**config.mk**
```make
export PLATFORM = sky130hd
export DESIGN_NAME = mcycle_sequencer_flat
export DESIGN_NICKNAME = d
export VERILOG_FILES = /design/src/rtl/mcycle_seq_pkg.sv /design/src/rtl/mcycle_sequencer_if.sv /design/src/rtl/mcycle_watchdog.sv /design/src/rtl/mcycle_sequencer.sv /design/src/flat_wrapper.sv
export SDC_FILE = /design/constraint.sdc
export NUM_CORES = 1
export LEC_CHECK = 0
export CORE_AREA = 5 5 42 44
export DETAILED_ROUTE_END_ITERATION = 8
export DIE_AREA = 0 0 47 49
export SYNTH_ARGS = -nofsm -noshare
export SYNTH_HDL_FRONTEND = slang
export SYNTH_SLANG_ARGS = --single-unit
```
**constraint.sdc**
```tcl
create_clock -name CLK -period 1.67 [get_ports CLK]
set_input_delay 0.4175 -clock CLK [delete_from_list [all_inputs] [get_ports CLK]]
set_output_delay 0.4175 -clock CLK [all_outputs]
set_load 0.01 [all_outputs]
```
**src/rtl/mcycle_seq_pkg.sv**
```systemverilog
// rtl/mcycle_seq_pkg.sv - shared state encoding and defaults for the multi-cycle sequencer
package mcycle_seq_pkg;

  typedef enum logic [1:0] {
    ST_IDLE  = 2'd0,
    ST_ISSUE = 2'd1,
    ST_WAIT  = 2'd2,
    ST_WB    = 2'd3
  } mcycle_state_t;

  localparam int unsigned MCYCLE_TIMEOUT_DEFAULT = 64;

endpackage

```
**src/rtl/mcycle_sequencer_if.sv**
```systemverilog
// rtl/mcycle_sequencer_if.sv - pipeline-side handshake bundle for the multi-cycle sequencer
interface mcycle_sequencer_if;

  logic Req;
  logic OpIn;
  logic done;
  logic M_Start;
  logic MCycleOp;
  logic Stall;
  logic MWrite;
  logic Err;

  modport master (
    output Req, OpIn, done,
    input  M_Start, MCycleOp, Stall, MWrite, Err
  );

  modport slave (
    input  Req, OpIn, done,
    output M_Start, MCycleOp, Stall, MWrite, Err
  );

endinterface

```
**src/rtl/mcycle_watchdog.sv**
```systemverilog
// rtl/mcycle_watchdog.sv - WAIT-cycle counter that flags an abort after TIMEOUT_CYCLES idle waits
module mcycle_watchdog #(
  parameter int unsigned TIMEOUT_CYCLES = 64
) (
  input  logic i_clk,
  input  logic i_rst,
  input  logic i_clear,
  input  logic i_tick,
  output logic o_expire
);

  localparam logic [7:0] LIMIT_M1 = 8'(TIMEOUT_CYCLES - 1);

  logic [7:0] r_count;

  always_ff @(posedge i_clk) begin
    if (i_rst || i_clear) begin
      r_count <= '0;
    end else if (i_tick) begin
      r_count <= r_count + 8'd1;
    end
  end

  // Expires on the tick that would bring the count to the limit; a done in
  // that cycle suppresses the tick, so done wins the race.
  assign o_expire = i_tick && (r_count == LIMIT_M1);

endmodule

```
**src/rtl/mcycle_sequencer.sv**
```systemverilog
// rtl/mcycle_sequencer.sv - IDLE/ISSUE/WAIT/WB sequencer for MUL/DIV; optional timeout via MCYCLE_TIMEOUT_EN
module mcycle_sequencer
  import mcycle_seq_pkg::*;
#(
  parameter int unsigned TIMEOUT_CYCLES = MCYCLE_TIMEOUT_DEFAULT
) (
  input logic                CLK,
  input logic                rst,
  mcycle_sequencer_if.slave  io_bus
);

  mcycle_state_t r_state;
  mcycle_state_t w_next_state;
  logic          r_op;
  logic          w_accept;
  logic          w_expire;

`ifdef MCYCLE_TIMEOUT_EN
  logic r_err;

  mcycle_watchdog #(
    .TIMEOUT_CYCLES (TIMEOUT_CYCLES)
  ) u_watchdog (
    .i_clk    (CLK),
    .i_rst    (rst),
    .i_clear  (r_state == ST_ISSUE),
    .i_tick   ((r_state == ST_WAIT) && !io_bus.done),
    .o_expire (w_expire)
  );

  always_ff @(posedge CLK) begin
    if (rst) begin
      r_err <= 1'b0;
    end else if (w_expire) begin
      r_err <= 1'b1;
    end
  end

  assign io_bus.Err = r_err;
`else
  logic [7:0] w_unused_timeout;

  assign w_unused_timeout = 8'(TIMEOUT_CYCLES);
  assign w_expire         = 1'b0;
  assign io_bus.Err       = 1'b0;
`endif

  always_ff @(posedge CLK) begin
    if (rst) begin
      r_state <= ST_IDLE;
      r_op    <= 1'b0;
    end else begin
      r_state <= w_next_state;
      if (w_accept) begin
        r_op <= io_bus.OpIn;
      end
    end
  end

  always_comb begin
    w_next_state = r_state;
    w_accept     = 1'b0;
    unique case (r_state)
      ST_IDLE: begin
        if (io_bus.Req) begin
          w_next_state = ST_ISSUE;
          w_accept     = 1'b1;
        end
      end
      ST_ISSUE: w_next_state = ST_WAIT;
      ST_WAIT: begin
        if (io_bus.done) begin
          w_next_state = ST_WB;
        end else if (w_expire) begin
          w_next_state = ST_IDLE;
        end
      end
      ST_WB:   w_next_state = ST_IDLE;
      default: w_next_state = ST_IDLE;
    endcase
  end

  // Strobes are masked while rst is high so an aborted op never starts or writes back.
  assign io_bus.M_Start  = (r_state == ST_ISSUE) && !rst;
  assign io_bus.MWrite   = (r_state == ST_WB) && !rst;
  assign io_bus.MCycleOp = r_op;
  assign io_bus.Stall    = ((r_state == ST_IDLE) && io_bus.Req) ||
                           (r_state == ST_ISSUE) || (r_state == ST_WAIT);

endmodule
```
**src/flat_wrapper.sv**
```systemverilog
// flat-port wrapper written by rule: the top's interface ports become plain ports
module mcycle_sequencer_flat import mcycle_seq_pkg::*;
#(
  parameter int unsigned TIMEOUT_CYCLES = MCYCLE_TIMEOUT_DEFAULT
)
  (CLK, rst, io_bus_Req, io_bus_OpIn, io_bus_done, io_bus_M_Start, io_bus_MCycleOp, io_bus_Stall, io_bus_MWrite, io_bus_Err);
  mcycle_sequencer_if io_bus_i ();
  input logic CLK;
  input logic rst;
  input wire logic [$bits(io_bus_i.Req)-1:0] io_bus_Req;
  input wire logic [$bits(io_bus_i.OpIn)-1:0] io_bus_OpIn;
  input wire logic [$bits(io_bus_i.done)-1:0] io_bus_done;
  output wire logic [$bits(io_bus_i.M_Start)-1:0] io_bus_M_Start;
  output wire logic [$bits(io_bus_i.MCycleOp)-1:0] io_bus_MCycleOp;
  output wire logic [$bits(io_bus_i.Stall)-1:0] io_bus_Stall;
  output wire logic [$bits(io_bus_i.MWrite)-1:0] io_bus_MWrite;
  output wire logic [$bits(io_bus_i.Err)-1:0] io_bus_Err;
  assign io_bus_i.Req = io_bus_Req;
  assign io_bus_i.OpIn = io_bus_OpIn;
  assign io_bus_i.done = io_bus_done;
  assign io_bus_M_Start = io_bus_i.M_Start;
  assign io_bus_MCycleOp = io_bus_i.MCycleOp;
  assign io_bus_Stall = io_bus_i.Stall;
  assign io_bus_MWrite = io_bus_i.MWrite;
  assign io_bus_Err = io_bus_i.Err;
  mcycle_sequencer #(.TIMEOUT_CYCLES(TIMEOUT_CYCLES)) u_core (.CLK(CLK), .rst(rst), .io_bus(io_bus_i));
endmodule
```
Word-level counts from Yosys, hierarchy flattened. Cells that the tools add are included. Widths: inputs -> output; s select.

Equal/unequal tests: 5. Multiplexer cells: 5. Reduce and logical (&&, ||, !) cells: 8.

Operators by type and width (number): $pmux 2 s4 (1); $eq 2x2->1 const B (2); $mux 2 (2); $ne 2x2->1 const B (2); $logic_and 1x1->1 (3); $eq 2x1->1 const B (1); $logic_not 2->1 (1); $logic_or 1x1->1 (2); $mux 1 (2); $reduce_and 2->1 (1); $logic_not 1->1 (1).

Bits in registers: 3. Input port bits: 5. Output and inout bits: 5. Word-level logic and storage cells: 20.

Logic depth before layout (Yosys ltp).
Depth after elaboration: 4. Gate-level depth with buffers: 5. Mapped depth without buffers: 5.

Worst setup path after synthesis. No wires, ideal clock.

Kind: flip-flop to flip-flop. Start point: register u_core.r_state[0]. End point: register u_core.r_state[0]. Library setup time: 0.116 ns. Arrival: 1.176 ns. Data required time: 1.554 ns. Slack: 0.377 ns. Cell stages (with the launch flop): 6. Path buffers: 0. Clock period less this slack: 1.293 ns. Cells stage by stage: dfxtp_1 inv_1 ha_1 nor2b_1 or3_1 o211a_1.

Cells in the longest elaborated chain, start to end: 3. Elaborated cells on any way between the ends: 8. Classes of those cells: 5 x eq/ne; 1 x mux; 2 x reduce/logical.

RTL lines: from (decl) (line mcycle_sequencer.sv:12) `mcycle_state_t r_state;`; from (signal assigned) (line mcycle_sequencer.sv:53) `r_state <= w_next_state;`; $eq 2x2->1 or $logic_not 2->1 (tied branches) (line mcycle_sequencer.sv:63) `unique case (r_state)`; $ne 2x2->1 (no source line); $reduce_and 2->1 (no source line).

Parallel ways exist; a longest one is shown, timed or not. A chain may end at the register's enable or synchronous reset.

Worst setup path in the final report.
Start point: register u_core.r_state[1]. End point: output io_bus_Stall.

Cells in the longest elaborated chain, start to end: 4. Elaborated cells on any way between the ends: 6. Classes of those cells: 2 x eq/ne; 4 x reduce/logical.

RTL lines: $logic_not 2->1 (line mcycle_sequencer.sv:87) `assign io_bus.Stall = ((r_state == ST_IDLE) && io_bus.Req) ||`; $logic_and 1x1->1 (line mcycle_sequencer.sv:87); $logic_or 1x1->1 (line mcycle_sequencer.sv:87); $logic_or 1x1->1 * (line mcycle_sequencer.sv:88) `(r_state == ST_ISSUE) || (r_state == ST_WAIT);`; to (decl) (line flat_wrapper.sv:15) `output wire logic [$bits(io_bus_i.Stall)-1:0] io_bus_Stall;`.

Every way passes the cells marked *; elsewhere a longest branch is shown, timed or not.

==> flow_summary.json <==
{
  "antenna_cells": 0,
  "setup_viol": 0,
  "drt_iter0_markers": 1,
  "p_sw_share_pct": 32.94,
  "synth_cell_types": 13,
  "drc_errors": 0,
  "p_int_uw": 387.3,
  "postRouteAntennaNets": 0,
  "placementRows": 14,
  "wl_um": 524,
  "rsz0062_at_grt": "yes",
  "ios": 10,
  "io_buffers": 8,
  "critPathKind": "flop to output pin",
  "reg2reg_depth": 6,
  "nets": 58,
  "wl_met2_um": 264,
  "ff2ff_setup_slack_ns": 0.27,
  "r2r_end": "u_core.r_state[0]",
  "p_seq_share_pct": 21.0,
  "r2r-start": "u_core.r_state[1]",
  "finalCriticalPeriod_ns": 1.608,
  "clock_path_buffers": 2,
  "insertion_delay_ns": 0.23,
  "fmaxAchievable_mhz": 621.8,
  "cts.sinks": 3,
  "comb_power_share_pct": 57.4,
  "num_vias": 239,
  "synth_top_cell_area_share_pct": 27.03,
  "clock_skew_ns": 0.0008726,
  "viasPerCell": 3.794,
  "synth_area_per_cell_um2": 7.982,
  "synth_top_area_cell": "ha_1",
  "core_um2": 1401,
  "dieWidth_um": 47,
  "cts_tree": "yes",
  "gp_congestion": 0.6341,
  "start_kind": "flop",
  "worst_slack_ns": 0.06168,
  "hold_viol": 0,
  "wl_met3_um": 71,
  "cts_made_buffers": 3,
  "die_h_um": 49,
  "synth_area_leaders": "ha_1 (27%), dfxtp_1 (26%), nand2_1 (8.1%)",
  "start_util_pct": 16.52,
  "top_layer": "met3",
  "cap_violations": 0,
  "p_clk_share_pct": 21.6,
  "grt-ovfl-total": 0,
  "grt_max_degree": 5,
  "netlist_area_um2": 231.5,
  "setup.worst_path.end_class": "output pin",
  "yosysWarningCount": 0,
  "post-route-period-util_pct": 96.31,
  "status": "completed",
  "crit_required_ns": 1.25,
  "ctsHoldBuffers": 0,
  "fin_tns_setup_ns": 0,
  "grt_pass1_wl_um": 855,
  "clkSlewWorstSetupHoldPaths_ns": 0.03,
  "drive_gt1_share_pct": 42.55,
  "synth_nets": 39,
  "syn-instance-count": 29,
  "irDropWorstVdd_mv": 0.4065,
  "hold_class": "flop to flop",
  "worstPathArrival_ns": 1.19,
  "htree_levels": 1,
  "wl_per_cell_um": 8.317,
  "drv_slew": 0,
  "ys_seq_area_share_pct": 25.95,
  "post-place-ws_ns": -0.3180,
  "critPathLaunch": "u_core.r_state[1]",
  "worstPathMaxFanout": 4,
  "first_pass_iters": 2,
  "final_cell_mix": "buf_4 (7), inv_1 (4), nand2_1 (4)",
  "die-area_um2": 2303,
  "final_common_cell": "buf_4",
  "cp-endpoint": "io_bus_Stall",
  "switchingPower_uw": 190.2,
  "drt-met1-wl_um": 188,
  "grt_antenna_before_repair": 0,
  "grt.total_usage_pct": 5.552,
  "grt_pass1_vias": 224,
  "leakagePower_nw": 0.2119,
  "synth_seq_cells": 3,
  "hpwl_um": 428.8,
  "powerDensity_nw_per_um2": 1399,
  "areaGrowthSynthToFinish_pct": 78.38,
  "clk_root_buffer_cell": "clkbuf_4"
}
==> power groups by stage <==
stage                     clock network (mW)  registers (mW)  logic, mW
after floorplan                            0           0.117      0.150
final                                  0.125           0.121      0.331
after CTS                              0.133           0.120      0.324
after detailed placement                   0           0.120      0.311
after global placement                     0           0.119      0.307
after global routing                   0.143           0.126      0.373
==> final cells by class <==
class,count,area [µm²]
fillers,166,988.4
multi-input cells,21,161.4
repair buffers,15,125.1
flip-flops and latches,3,65.06
clock buffers,4,26.28
well taps,16,20.02
inverters,4,15.01
==> state kept, by name, indices dropped and copies added, names as in the netlist <==
signal                  cells
u_core.io_bus.MCycleOp      1
u_core.r_state              2
==> metal layers <==
metal / GRT usage (%) / vias to the layer above
met5: 0 / -
li1: - / 124
met2: 7.692 / 11
met1: 5.240 / 104
met4: 4.147 / 0
met3: 4.428 / 0
==> worst min-delay path by stage <==
stage	from	endpoint	slack [ns]	cells past startpoint
floorplan	u_core.r_state[1]	u_core.r_state[1]	0.47	2
detailed placement	u_core.io_bus.MCycleOp	u_core.io_bus.MCycleOp	0.47	2
CTS	u_core.io_bus.MCycleOp	u_core.io_bus.MCycleOp	0.47	2
global placement	u_core.io_bus.MCycleOp	u_core.io_bus.MCycleOp	0.45	2
finish	u_core.io_bus.MCycleOp	u_core.io_bus.MCycleOp	0.46	2
global route	u_core.io_bus.MCycleOp	u_core.io_bus.MCycleOp	0.49	2
==> through the flow <==
| step | util, % | hold slack (ns) | power, mW | cell area, µm² | instances |
|---|---|---|---|---|---|
| finish | 29.46 | 0.4626 | 0.5774 | 412.9 | 63 |
| detailed placement | 26.34 | 0.4662 | 0.4308 | 369.1 | 58 |
| floorplan | - | 0.4677 | 0.2666 | 231.5 | 29 |
| CTS | 28.93 | 0.4713 | 0.5763 | 405.4 | 63 |
| global route | 29.46 | 0.4931 | 0.6425 | 412.9 | 63 |
| global placement | 26.34 | 0.4462 | 0.4262 | 369.1 | 58 |
==> synthesized netlist by cell type <==
| library cell | number |
|---|---|
| or3_1 | 1 |
| conb_1 | 1 |
| nor2_1 | 1 |
| nand2_1 | 5 |
| a21oi_1 | 2 |
| inv_1 | 4 |
| o211a_1 | 1 |
| nor2b_1 | 3 |
| mux2i_1 | 1 |
| ha_1 | 5 |
| dfxtp_1 | 3 |
| buf_4 | 1 |
| nand3_1 | 1 |
==> kinds of logic (layout without fill, tap and decap cells) <==
| family | Yosys count | in the layout | synth area share, % |
|---|---|---|---|
| flops | 3 | 3 | 25.95 |
| fa+ha+maj | 5 | 5 | 27.03 |
| simple gates | 11 | 11 | 22.70 |
| other cells | 1 | 1 | 1.620 |
| compound gates | 3 | 3 | 8.649 |
| buf+inv | 5 | 23 | 9.729 |
| mux | 1 | 1 | 4.324 |
==> critical path: stages, from the launching register on <==
cell and delay, ns:
dfxtp_4 0.34, inv_1 0.10, ha_2 0.20, nand2_2 0.06
nand2_1 0.05, clkdlybuf4s15_2 0.21
==> repair_timing <==
| action | CTS | global route |
|---|---|---|
| endpoints found under the setup margin | 3 | 3 |
| cloned | 0 | 0 |
| resized for setup | 10 | 9 |
| setup buffers | 1 | 0 |
| pin swaps | 0 | 1 |
Power figures use the tool's default switching activity.
